### src/rtl/mux4_scan_arbiter.sv
// Round-robin arbiter + sampler in front of a 4:1 mux: picks a requesting channel, holds s0/s1, samples mux_out.
// Latency: select registered one cycle after req is seen; sample valid SETTLE cycles after select.
// Backpressure: sampled data/chan/valid held until valid && ready; select lines never move while held.
module mux4_scan_arbiter #(
    parameter int SETTLE = 1    // select hold before sampling, 1..15
) (
    input  logic       clk,
    input  logic       reset,
    input  logic [3:0] req,
    input  logic       mux_out,
    input  logic       ready,
    output logic       s0,
    output logic       s1,
    output logic [3:0] grant,
    output logic       data,
    output logic [1:0] chan,
    output logic       valid
);

    typedef enum logic [1:0] {
        IDLE = 2'd0,
        SEL  = 2'd1,
        HOLD = 2'd2
    } state_t;

    state_t      state, state_nx;
    logic [1:0]  ptr, ptr_nx;
    logic [1:0]  sel, sel_nx;
    logic [3:0]  grant_nx;
    logic [3:0]  cnt, cnt_nx;
    logic        data_nx;
    logic [1:0]  chan_nx;
    logic        valid_nx;

    logic [1:0]  base;
    logic [1:0]  cand;
    logic [1:0]  pick_idx;
    logic        pick_vld;

    // Round-robin search: first set request bit starting at base, wrapping mod 4.
    // After a handshake the search starts just past the channel that was served.
    always_comb begin
        base     = (state == HOLD) ? chan + 2'd1 : ptr;
        pick_vld = |req;
        pick_idx = base;
        cand     = base;
        for (int i = 3; i >= 0; i--) begin
            cand = base + 2'(i);
            if (req[cand]) pick_idx = cand;
        end
    end

    // Next-state and next-output logic; everything defaults to holding its value.
    always_comb begin
        state_nx = state;
        ptr_nx   = ptr;
        sel_nx   = sel;
        grant_nx = grant;
        cnt_nx   = cnt;
        data_nx  = data;
        chan_nx  = chan;
        valid_nx = valid;
        case (state)
            IDLE: begin
                grant_nx = 4'b0000;
                if (pick_vld) begin
                    sel_nx   = pick_idx;
                    grant_nx = 4'b0001 << pick_idx;
                    cnt_nx   = 4'(SETTLE - 1);
                    state_nx = SEL;
                end
            end
            SEL: begin
                // Request changes are ignored here: a granted channel always completes its sample.
                if (cnt != 4'd0) begin
                    cnt_nx = cnt - 4'd1;
                end else begin
                    data_nx  = mux_out;
                    chan_nx  = sel;
                    valid_nx = 1'b1;
                    grant_nx = 4'b0000;
                    state_nx = HOLD;
                end
            end
            HOLD: begin
                if (valid && ready) begin
                    valid_nx = 1'b0;
                    ptr_nx   = chan + 2'd1;
                    if (pick_vld) begin
                        // Back-to-back arbitration on the handshake edge, no idle bubble.
                        sel_nx   = pick_idx;
                        grant_nx = 4'b0001 << pick_idx;
                        cnt_nx   = 4'(SETTLE - 1);
                        state_nx = SEL;
                    end else begin
                        state_nx = IDLE;
                    end
                end
            end
            default: begin
                state_nx = IDLE;
            end
        endcase
    end

    // State and output registers with synchronous reset.
    always_ff @(posedge clk) begin
        if (reset) begin
            state <= IDLE;
            ptr   <= 2'd0;
            sel   <= 2'd0;
            grant <= 4'b0000;
            cnt   <= 4'd0;
            data  <= 1'b0;
            chan  <= 2'd0;
            valid <= 1'b0;
        end else begin
            state <= state_nx;
            ptr   <= ptr_nx;
            sel   <= sel_nx;
            grant <= grant_nx;
            cnt   <= cnt_nx;
            data  <= data_nx;
            chan  <= chan_nx;
            valid <= valid_nx;
        end
    end

    assign s0 = sel[1];
    assign s1 = sel[0];

endmodule

### config.mk
export PLATFORM = sky130hd
export DESIGN_NAME = mux4_scan_arbiter
export DESIGN_NICKNAME = d
export VERILOG_FILES = /design/src/rtl/mux4_scan_arbiter.sv
export SDC_FILE = /design/constraint.sdc
export NUM_CORES = 1
export LEC_CHECK = 0
export ABC_CLOCK_PERIOD_IN_PS = 2200
export BUFFER_PORTS_ARGS = -buffer_cell sky130_fd_sc_hd__buf_2
export CORE_AREA = 4 4 70 72
export CTS_CLUSTER_DIAMETER = 200
export CTS_CLUSTER_SIZE = 25
export DETAILED_ROUTE_END_ITERATION = 10
export DIE_AREA = 0 0 74 76
export GPL_ROUTABILITY_DRIVEN = 0
export GPL_TIMING_DRIVEN = 0
export PLACE_DENSITY = 0.4
export SETUP_SLACK_MARGIN = 0.5
export SYNTH_ARGS = -nofsm -noshare
export SYNTH_HDL_FRONTEND = slang
export SYNTH_SLANG_ARGS = --single-unit
export TNS_END_PERCENT = 1
### constraint.sdc
create_clock -name clk -period 2.2 [get_ports clk]
set_input_delay 0.11 -clock clk [delete_from_list [all_inputs] [get_ports clk]]
set_output_delay 0.11 -clock clk [all_outputs]
set_load 0.005 [all_outputs]
======== Word level (Yosys, flattened, before mapping) ========
Index checks and enable logic that the tools add are counted.
word-level totals
  bits in read-only memories .............. 0
  bits in registers ....................... 18
  memories ................................ 0
  memory bits (writable) .................. 0
  latch bits .............................. 0
  output and inout bits ................... 10
cells by class
  $lt $le $gt $ge ......................... 4
  divide/modulo/power cells ............... 0
  multiplexer cells ....................... 33
  bitwise gates (word level) .............. 1
  eq/ne operators ......................... 7
  add/sub/neg operators ................... 5
  $mul .................................... 0
  shift-type cells ........................ 1
  reductions and logical operators ........ 14
operators by type and width
  kind                                                         number
  2-to-1 mux 4 bit                                             7
  case mux 4 bit (3 select lines)                              2
  2-to-1 mux 2 bit                                             10
  less-than comparator 2 x 3 -> 1 bit (second input constant)  4
  AND reduction 3 bit                                          3
  binary-select mux 1 bit (select 2 bit)                       4
  != test 2 bit (second input constant)                        4
  2-to-1 mux 1 bit                                             7
  case mux 2 bit (3 select lines)                              1
  AND reduction 2 bit                                          3
  adder 2 x 1 -> 2 bit (second input constant)                 2
  adder 2 bit (second input constant)                          2
  case mux 2 bit (2 select lines)                              1
  AND reduction 4 bit                                          1
  nonzero test 2 bit                                           2
  nonzero test 4 bit                                           1
  OR reduction 4 bit                                           1
  left shift 1 x 2 -> 4 bit (first input constant)             1
  subtractor 4 x 1 -> 4 bit (second input constant)            1
  nonzero test 3 bit                                           1
  equality test 2 x 1 -> 1 bit (second input constant)         1
  equality test 2 bit (second input constant)                  1
  zero test 2 bit                                              1
  != test 2 x 1 -> 1 bit (second input constant)               1
  3 further kinds                                              3

======== Depth between registers and ports, before layout ========
  depth in word-level cells ............... 13
  gate-level depth with buffers ........... 9

======== Least setup slack after synthesis ========
Ideal clock, no wire load.
  path kind ............................... flip-flop to flip-flop
  start ................................... register state[0]
  end ..................................... register grant[2]
  required time ........................... 2.083 ns
  period minus slack after synthesis ...... 1.829 ns
  buffers on the path ..................... 1
  path slack .............................. 0.371 ns
  setup time .............................. 0.117 ns
  arrival time ............................ 1.712 ns
  stages on the path, launching flop included .. 9
  path through ............................ dfxtp_1 -> inv_1 -> ha_1 -> buf_2 -> and3b_2 -> o21a_1 -> nor4_1 -> nor2_1 -> a22o_1
between the ends
  cells in the longest elaborated chain, start to end .. 13
  elaborated cells on any way between the ends .. 29
  classes of those cells .................. add/sub: 3; eq/ne: 5; shift: 1; mux: 17; reduce/logical: 3
ends and longest elaborated chain
  element                                 line    source
  start: declaration                      26      state_t state, state_nx;
  start signal: assignment                118     state <= state_nx;
  equality test 2 bit                     43, 63
  2-to-1 mux 2 bit                        43      base = (state == HOLD) ? chan + 2'd1 : ptr;
  adder 2 bit                             48      cand = base + 2'(i);
  binary-select mux 1 bit (select 2 bit)  49      if (req[cand]) pick_idx = cand;
  2-to-1 mux 1 bit (implied by the code)  49
  2-to-1 mux 2 bit (4 in a row)           49
  left shift 1 x 2 -> 4 bit               68, 92
  2-to-1 mux 4 bit                        89      if (pick_vld) begin
  2-to-1 mux 4 bit                        86      if (valid && ready) begin
  case mux 4 bit (3 select lines)         63      case (state)
  end signal: assignment                  121     grant <= grant_nx;
  end: declaration                        14      output logic [3:0] grant,
Parallel ways exist; a longest one is shown, timed or not. The select of a mux whose other input is x is not followed.
A chain may end at the register's enable or synchronous reset.

======== Worst setup path after layout ========
Ends and elaborated chain as after synthesis.

==> run metrics <==
ANT nets after route=0; fillers=466; part of the power in registers=0.278; GRT Util Overall=0.115; Gate power share=0.580; hpwl dp=2150 um; Ant. Diodes=0; status=finished, final reports clean; die area=0.00562 sq mm; root buf cell=clkbuf_8; Core Util, Final=0.344; clock transition at the registers of the reported paths=70 ps; Layout Nets=173; Final TNS setup=0 ps; Sw Pwr=748 uW; CP Class=reg -> reg; core area=0.00429 sq mm; Clock Latency Late Sink=250 ps; vias in the first global route=1091; Hold WS=97.2 ps; CTS tree=built; Critical Path RT=2350 ps; Hold Buf Count CTS=0; synthesis-stage register bit count=18; first-pass GRT wire length=5190 um; vias per inst=4.93; syn_area_per_cell=8.23 sq um; Ys Warns=0; asr flop ratio synth=0; First DRT Iteration DRCs=52; Slew Viols, Final=0; row cnt=24; DR WL/cell=14.3 um; crit path from=state[0]; overall power=1880 uW; Ports=18; crit start category=register; starting density of the core=0.243; Final Hold Viols=0; multi-input logic area=746 sq um; Netlist cell types=41; sequential cell area=367 sq um; Pre-Repair DR Iteration Count=4; Setup violations, final=0; Switching Fraction=0.398; CP Capture Type=register; Tmin final=1800 ps; Synth area leaders=dfxtp_1 34%, nor2_1 6.1%, ha_1 6.0%, nand2_1 5.0%, a21oi_1 3.8%; Reg-to-Reg Start=state[0]; crit-path max FO=6; post-synthesis sequential area ratio=0.345; Synth Instances=127; fmax=557 MHz; global route overflow=0; Num CTS Buffers=3; PwrDens=1270 mW/mm^2; RSZ-0062 raised after global routing=yes; Synth-to-Final Area Change=41.4%; IO Port Bufs=17; worst-margin pin slew=781 ps; cell taking the most area after synthesis=dfxtp_1; Die Span Y=76 um; largest net degree at the start of global routing=11; worst min path class=in -> reg; EDFF count, synth=0; Peak VDD IR=0.000581 V; initial antenna violation count=0; post-synth top area share=0.345; die width=74 um; CTS max path bufs=2; drt total wl=3020 um; max-cap violations=0; Primary FF master, synth=dfxtp_1; Pleak=0.000620 uW; final setup skew=2.10 ps; Arr. time, crit path=1940 ps; CTS H-tree lvls=1; clock share of power=0.143; min-delay src=mux_out; clk sinks=18; internal power=1130 uW; drt drc=0; Rel. slew slack=0.475; Mapped Nets=140; final period utilization=0.816; share of post-route cells with drive strength above 1=0.365; Post-Syn Area=0.00104 sq mm; vias=1040
==> power groups by stage <==
stage / clock [uW] / combinational (uW) / sequential (uW)
floorplan: 0 / 603 / 502
global placement: 0 / 805 / 510
detailed placement: 0 / 819 / 512
CTS: 280 / 983 / 508
global route: 297 / 1200 / 540
finish: 268 / 1090 / 523
==> critical path, cell delays in order, from the launching register on <==
cell and delay, ps:
dfxtp_2 350, inv_2 50, ha_4 150, buf_6 120
and3b_2 190, o21a_1 190, nor4_4 340, nor2_1 100
a22o_1 190
==> logic make-up (layout without fill, tap and decap cells) <==
kind of cell    Yosys count  count (layout)  share of synthesized area
compound gates           34              34                      0.244
xor+xnor                  3               3                     0.0252
fa+ha+maj                 5               5                     0.0599
buf+inv                  12              44                     0.0467
flops                    18              18                      0.345
mux                       1               1                    0.00958
simple gates             54              54                      0.269
==> path summary, 6_finish.rpt <==
kind                    to  slack (ps)  cells past startpoint
hold / removal        data         100                      3
hold reg to reg       data         460                      2
setup reg to reg  grant[2]         400                      8
setup / recovery  grant[2]         400                      8
==> placed cells by master (no fill, tap or decap), types with 4 or more instances in the layout <==
| master | n |
|---|---|
| a22o_1 | 4 |
| dfxtp_1 | 15 |
| a21oi_1 | 8 |
| nor2b_1 | 4 |
| buf_2 | 17 |
| buf_4 | 9 |
| buf_6 | 5 |
| nand2_1 | 14 |
| nor2_1 | 16 |
| inv_1 | 6 |
| clkbuf_8 | 4 |
==> repair_timing <==
item / CTS / global route
buffers inserted: 8 / 3
gates resized for setup: 20 / 10
setup endpoints to repair: 12 / 12
pin swaps: 10 / 5
==> metal layers <==
layer | vias up | routed length (um) | part of all wire | GRT usage
li1 | 517 | - | - | -
met1 | 494 | 1330 | 0.44 | 0.150
met2 | 21 | 1490 | 0.49 | 0.184
met3 | 8 | 126 | 0.042 | 0.0198
met4 | 0 | 66 | 0.022 | 0.0471
met5 | - | 0 | 0 | 0
==> through the flow <==
step | std cells | setup WS, ps | instance area, sq um
floorplan | 127 | 493 | 1070
global placement | 196 | 263 | 1220
detailed placement | 196 | 224 | 1220
CTS | 208 | 404 | 1410
global route | 211 | 295 | 1480
finish | 211 | 404 | 1480
==> layout make-up <==
cell class / count / area share
Tap cell: 52 / 0.0440
Sequential cell: 18 / 0.248
Inverter: 8 / 0.0220
Buffer: 4 / 0.0254
Clock buffer: 4 / 0.0373
Timing Repair Buffer: 28 / 0.119
Multi-Input combinational cell: 97 / 0.505
==> registers in the layout, indices dropped and copies added (netlist names) <==
register / count
valid: 1
ptr: 2
chan: 2
state: 2
data: 1
cnt: 4
grant: 4
sel: 2
==> cells in the mapped netlist, types with 3 or more instances <==
cell type and n:
a21oi_1 8, nand2b_1 4, a31oi_1 3, dfxtp_1 18, inv_1 8, ha_1 5, nand2_1 14, buf_2 3
nor2_1 17, nor2b_1 5, a22o_1 4
Power figures use the tool's default switching activity.
